### src/rtl/time_loader.sv
// time_loader: validates a BCD HH:MM:SS digit set, converts it to ticks with a shift-add multiplier,
// and owns the 24h-wrapping tick counter. Build macro TIME_LOADER_SAT_EN saturates bad fields instead of rejecting.
module time_loader #(
   parameter int IN_BITS      = 30,
   parameter int TICK_PER_SEC = 9537,
   parameter int MUL_BITS     = $clog2(TICK_PER_SEC + 1)
) (
   input  logic               clk,
   input  logic               reset_n,
   input  logic               run_en,
   input  logic               load_valid,
   output logic               load_ready,
   input  logic [3:0]         hours_tens,
   input  logic [3:0]         hours_ones,
   input  logic [3:0]         minutes_tens,
   input  logic [3:0]         minutes_ones,
   input  logic [3:0]         seconds_tens,
   input  logic [3:0]         seconds_ones,
   output logic [IN_BITS-1:0] count,
   output logic               load_done,
   output logic               load_err
);
   localparam logic [IN_BITS-1:0]  COUNT_MAX  = IN_BITS'(64'(86400) * 64'(TICK_PER_SEC) - 64'd1);
   localparam logic [MUL_BITS-1:0] TICK_CONST = MUL_BITS'(TICK_PER_SEC);
   localparam int                  IDX_W      = (MUL_BITS > 1) ? $clog2(MUL_BITS) : 1;
   localparam logic [IDX_W-1:0]    LAST_IDX   = IDX_W'(MUL_BITS - 1);

   typedef enum logic [1:0] {IDLE, CHECK, MUL, LOAD} state_t;

   state_t              state_reg;
   logic [IN_BITS-1:0]  count_reg;
   logic [IN_BITS-1:0]  product_reg;
   logic [IN_BITS-1:0]  mcand_reg;
   logic [MUL_BITS-1:0] mult_reg;
   logic [IDX_W-1:0]    idx_reg;
   logic                load_done_reg;
   logic                load_err_reg;
   // Digit order: 0 sec ones, 1 sec tens, 2 min ones, 3 min tens, 4 hrs ones, 5 hrs tens
   logic [3:0]          digit_reg [6];

   logic [5:0]  digit_ok;
   logic [7:0]  hrs_wide, min_wide, sec_wide;
   logic        hrs_ok, min_ok, sec_ok, set_ok;
   logic [4:0]  hrs_val;
   logic [5:0]  min_val, sec_val;
   logic [16:0] sec_total;

   generate
      for (genvar gi = 0; gi < 6; gi++) begin : g_digit
         assign digit_ok[gi] = (digit_reg[gi] <= 4'd9);
      end
   endgenerate

   // Invalid fields fall back to their maximum; only matters when saturation is built in.
   always_comb begin
      hrs_wide  = {4'b0, digit_reg[5]} * 8'd10 + {4'b0, digit_reg[4]};
      min_wide  = {4'b0, digit_reg[3]} * 8'd10 + {4'b0, digit_reg[2]};
      sec_wide  = {4'b0, digit_reg[1]} * 8'd10 + {4'b0, digit_reg[0]};
      hrs_ok    = digit_ok[5] && digit_ok[4] && (hrs_wide <= 8'd23);
      min_ok    = digit_ok[3] && digit_ok[2] && (digit_reg[3] <= 4'd5);
      sec_ok    = digit_ok[1] && digit_ok[0] && (digit_reg[1] <= 4'd5);
      set_ok    = hrs_ok && min_ok && sec_ok;
      hrs_val   = hrs_ok ? hrs_wide[4:0] : 5'd23;
      min_val   = min_ok ? min_wide[5:0] : 6'd59;
      sec_val   = sec_ok ? sec_wide[5:0] : 6'd59;
      sec_total = {12'b0, hrs_val} * 17'd3600 + {11'b0, min_val} * 17'd60 + {11'b0, sec_val};
   end

   always_ff @(posedge clk) begin
      if (!reset_n) begin
         state_reg     <= IDLE;
         count_reg     <= '0;
         product_reg   <= '0;
         mcand_reg     <= '0;
         mult_reg      <= '0;
         idx_reg       <= '0;
         load_done_reg <= 1'b0;
         load_err_reg  <= 1'b0;
         for (int i = 0; i < 6; i++) digit_reg[i] <= '0;
      end else begin
         load_done_reg <= 1'b0;
         load_err_reg  <= 1'b0;

         // A completing conversion overrides both increment and wrap.
         if (state_reg == LOAD)
            count_reg <= product_reg;
         else if (run_en)
            count_reg <= (count_reg == COUNT_MAX) ? '0 : count_reg + IN_BITS'(1);

         case (state_reg)
            IDLE: begin
               if (load_valid) begin
                  digit_reg[0] <= seconds_ones;
                  digit_reg[1] <= seconds_tens;
                  digit_reg[2] <= minutes_ones;
                  digit_reg[3] <= minutes_tens;
                  digit_reg[4] <= hours_ones;
                  digit_reg[5] <= hours_tens;
                  state_reg    <= CHECK;
               end
            end
            CHECK: begin
               mcand_reg    <= IN_BITS'(sec_total);
               mult_reg     <= TICK_CONST;
               product_reg  <= '0;
               idx_reg      <= '0;
               load_err_reg <= !set_ok;
`ifdef TIME_LOADER_SAT_EN
               state_reg    <= MUL;
`else
               state_reg    <= set_ok ? MUL : IDLE;
`endif
            end
            MUL: begin
               if (mult_reg[0]) product_reg <= product_reg + mcand_reg;
               mcand_reg <= mcand_reg << 1;
               mult_reg  <= mult_reg >> 1;
               idx_reg   <= idx_reg + IDX_W'(1);
               if (idx_reg == LAST_IDX) state_reg <= LOAD;
            end
            LOAD: begin
               load_done_reg <= 1'b1;
               state_reg     <= IDLE;
            end
            default: state_reg <= IDLE;
         endcase
      end
   end

   assign load_ready = (state_reg == IDLE);
   assign count      = count_reg;
   assign load_done  = load_done_reg;
   assign load_err   = load_err_reg;

endmodule

### config.mk
export PLATFORM = sky130hd
export DESIGN_NAME = time_loader
export DESIGN_NICKNAME = d
export VERILOG_FILES = /design/src/rtl/time_loader.sv
export SDC_FILE = /design/constraint.sdc
export NUM_CORES = 1
export LEC_CHECK = 0
export BUFFER_PORTS_ARGS = -buffer_cell sky130_fd_sc_hd__buf_2
export CORE_MARGIN = 2
export CORE_UTILIZATION = 45
export DETAILED_ROUTE_END_ITERATION = 8
export GPL_TIMING_DRIVEN = 0
export HOLD_SLACK_MARGIN = 0.02
export PLACE_DENSITY_LB_ADDON = 0.05
export SLEW_MARGIN = 40
export SYNTH_ARGS = -nofsm -noshare
export SYNTH_HDL_FRONTEND = slang
export SYNTH_SLANG_ARGS = --single-unit
### constraint.sdc
create_clock -name clk -period 5.3 [get_ports clk]
set_input_delay 0.265 -clock clk [delete_from_list [all_inputs] [get_ports clk]]
set_output_delay 0.265 -clock clk [all_outputs]
set_load 0.05 [all_outputs]
==> summary by stage <==
Clock tree
The H-tree was split into 4 levels. The TritonCTS clock tree is built. The clock edge transition at the registers on the reported setup and hold paths is 0.06 ns. The number of buffers inserted during clock tree synthesis is 17. The number of sinks driven by the clock tree is 136. The cell sitting at the root of the clock tree is a clkbuf_16. At the later pin of the worst-skew pair, clock insertion delay measures 0.43 ns. The number of buffers on the longest clock path is 2.

Routing
Detailed routing inserted a total of 7889 vias. In the final routed layout, each cell accounts on average for 17.2 um. The average via count per standard cell is 5.40.

The total DRC errors in the routed layout is 0. The first TritonRoute pass finished after 5 iterations. The detailed router finished its first iteration with 354 violations. The remaining antenna violation count after routing is 0. The final layout contains routed wiring with a total length of 25.1 mm.

Die
The full die area is 22400 um^2. The core outline area is 21000 um^2. The I/O pin count is 61. For this configuration, the core starts out at a cell density of 0.456.

The die is 150 um tall. The floorplan die width is 150 um. The total number of placement rows is 53.

Yosys
The parity-gate share of the synthesized area counting xor and xnor cells is 0.0696. The netlist uses 78 different library cells. The cell area that synthesis handed to floorplanning was 9560 um^2. The compound-gate portion of the synthesized area came to 0.200. The synthesized design contains 24 enable-type register cells. Yosys attributes the largest share of cell area to dfxtp_1, ha_1, edfxtp_1, o21ai_0, xor2_1. Summed over all instances, the cell type with the most area after synthesis is dfxtp_1. After technology mapping, the gate count stands at 1075. The post-synthesis simple-gate area fraction is 0.202. Of the total synthesized cell area, the portion taken by full adders, half adders and majority gates is 0.172.

After synthesis, the largest family of logic cells by area is simple AND/OR/NAND/NOR gates. The synthesis-stage register bit count is 136. Of the post-synthesis cell area, the dominant cell type holds 0.234.

For this run, asynchronously set or reset flops after synthesis account for 0. When the netlist entered floorplanning its net count stood at 1224. The post-synthesis area per instance is 8.90 um^2.

For this run, the leading register cell type out of synthesis is dfxtp_1. The portion of synthesized area spent on multiplexers is 0.00955. For this run, the register share of the synthesized area comes to 0.310. Yosys printed 0 warnings.

Cells and area
Fill cells in the final layout number 2057. At the end of the flow the core is filled with cells to 0.533. The proportion of layout cells with a drive suffix above 1 is 0.150. The number of nets in the layout is 1322. The number of antenna cells inserted is 0. Relative to the synthesized area, the layout overhead comes to 16.7%. The finished cells cover 11200 um^2.

Flow run
The max-capacitance violation count is 0.

Setup path
For this run, the slowest stage of the critical path takes 0.54 ns. Data on the critical path is required at its endpoint by 5.61 ns. The cell depth of the worst flop-to-flop path is 20. The cell with the largest stage delay on the worst path is fa_1. The worst setup path is captured at a register. By instance count, the cell type seen most on the critical path is fa_1. Data on the critical path arrives at its endpoint at 5.73 ns.

The critical path goes through ha_2 > fa_1 > nand2_2 > inv_2 > fa_1 > inv_2 > fa_1 > buf_4 > fa_1 > inv_1 > fa_1 > ha_4 > a21o_1 > a21oi_2 > o21bai_1 > a2111o_1 > a311oi_2 > nor2_1 > xnor2_1 > o211ai_1. The worst setup path is of the reg -> reg kind. In this run the register-to-register setup slack is -0.13 ns. The nature of the critical path startpoint is a register. The reg-to-reg critical path endpoint is mcand_reg[15]$_SDFFE_PN0P_. Of all nets on the critical path, the largest fanout is 2. The start of the worst register-to-register path is digit_reg[3][0]$_SDFFCE_PN0P_.

STA
The worst max-slew margin expressed relative to the limit is 0.501. The minimum clock period after layout is 5.43 ns. Setup total negative slack on the finished layout was measured at -0.321 ns. The final count of hold timing violations came to 0.

Setup violations remaining at the end of the flow were counted as 3. Static timing analysis puts the maximum clock frequency at 184 MHz. Setup repair after global routing could not meet its margin everywhere. Across the routed clock network, the largest skew measured is 0.0114 ns. The minimum setup slack in the final design is -0.125 ns. The worst-margin pin slew is 0.748 ns. The final worst-path cycle share is 1.02. The number of pins exceeding their max-slew limit in the final report is 0.

Run status
The flow ran to the end, but the final reports show violations. The final reports fail on negative setup slack.

Global routing
The initial antenna violation count is 0. The global-route wire length before repair is 40.6 mm. The via count of the first global-routing pass came to 7765. Entering global routing, the biggest net connects 25 pins.

The combined global-route utilization of all metal layers is 0.233. Summed over all layers, the global routing overflow is 0.

Power
The worst supply voltage drop on vdd is 931 uV. The power per cell area is 673 nW/um^2. In this run the static leakage power is 4.70 nW. The overall power after layout is 7.51 mW.

Min path
The worst hold path endpoint is digit_reg[4][2]$_SDFFCE_PN0P_. The worst hold path depth is 2. The type of the worst min-delay path is in -> reg. The worst hold path startpoint is hours_ones[2].

Placed design
The worst setup slack before clock tree synthesis is -0.538 ns. Routability-driven placement finished with a final weighted congestion of 0.878. After legalization and detailed placement, the total HPWL measured 19.2 mm. The count of port buffers added during placement is 58. Once placement finished, the instance area stood at 10200 um^2.
[cell usage in the layout, fill, tap and decap left out, types with 9 or more instances in the layout]
master and count:
a31oi_1 11, xnor2_1 28, o21ai_0 72, and2_1 56, nand2_1 74, a21oi_1 65, a21o_1 24, nand4_1 15
nor3_1 9, buf_4 21, nor3b_1 16, nor2b_1 25, a22oi_1 13, buf_2 58, nand3_1 44, clkbuf_16 17
nand2b_1 22, edfxtp_1 24, a21boi_0 26, dfxtp_1 112, and3_1 9, ha_1 96, inv_1 42, fa_1 18
clkbuf_1 36, nor2_1 33, xor2_1 42
[worst max-delay path, delay by kind of cell (launching register included)]
kind,cells,cell delay (ns)
fa+ha+maj,7,2.94
buf+inv,4,0.30
compound gates,6,1.19
simple gates,2,0.18
flops,1,0.42
xor+xnor,1,0.26
[Yosys cell counts (26+ instances only)]
| master | n |
|---|---|
| dfxtp_1 | 112 |
| ha_1 | 103 |
| nand2_1 | 77 |
| o21ai_0 | 76 |
| a21oi_1 | 72 |
| and2_1 | 57 |
| inv_1 | 45 |
| nand3_1 | 44 |
| xor2_1 | 43 |
| clkbuf_1 | 35 |
| nor2_1 | 35 |
| xnor2_1 | 33 |
| a21boi_0 | 26 |
[repair_timing]
action,in CTS,in global routing
pin swaps,24,15
setup buffers,12,9
resized for setup,24,26
endpoints found under the setup margin,6,7
hold buffers,0,0
[report_power, final]
part | total, mW | internal, mW | switching, mW
registers | 1.17 | 1.12 | 0.0514
clock network | 1.17 | 0.685 | 0.482
logic | 5.17 | 2.46 | 2.72
total | 7.51 | 4.26 | 3.25
[per-stage QoR]
step                instances  hold WS [ns]
CTS                      1452        0.0940
floorplan                1075         0.442
global route             1461         0.101
finish                   1461         0.109
global placement         1408         0.458
detailed placement       1408         0.462
[final cells by class]
cell class	count	area, um^2	area share
multi-input cells	849	6490	0.581
flip-flops and latches	136	2960	0.265
repair buffers	79	448	0.0401
clock buffers	18	429	0.0384
well taps	275	344	0.0308
plain buffers	45	188	0.0168
inverters	45	169	0.0151
clock inverters	14	133	0.0119
[cells by family (layout without fill, tap and decap cells)]
kind of cell / Yosys count / in the layout
mux: 9 / 9
xor+xnor: 76 / 76
buf+inv: 90 / 201
fa+ha+maj: 121 / 121
simple gates: 348 / 348
compound gates: 295 / 295
flops: 136 / 136
[metal layers]
| layer | vias to the layer above | part of all wire | track usage |
|---|---|---|---|
| li1 | 4050 | - | - |
| met1 | 3687 | 0.46 | 0.289 |
| met2 | 118 | 0.49 | 0.413 |
| met3 | 34 | 0.026 | 0.0345 |
| met4 | 0 | 0.023 | 0.0807 |
| met5 | - | 0 | 0 |
[how the worst max path moves through the flow]
stage,start,end,slack [ns]
after CTS,digit_reg[3][0]$_SDFFCE_PN0P_,mcand_reg[15]$_SDFFE_PN0P_,-0.04
after global routing,digit_reg[3][0]$_SDFFCE_PN0P_,mcand_reg[15]$_SDFFE_PN0P_,-0.29
final,digit_reg[3][0]$_SDFFCE_PN0P_,mcand_reg[15]$_SDFFE_PN0P_,-0.13
after floorplan,digit_reg[3][2]$_SDFFCE_PN0P_,mcand_reg[12]$_SDFFE_PN0P_,0.01
after detailed placement,digit_reg[3][0]$_SDFFCE_PN0P_,mcand_reg[16]$_SDFFE_PN0P_,-0.54
after global placement,digit_reg[3][0]$_SDFFCE_PN0P_,mcand_reg[16]$_SDFFE_PN0P_,-0.57
Note: power is estimated with default switching activity, not from simulation.
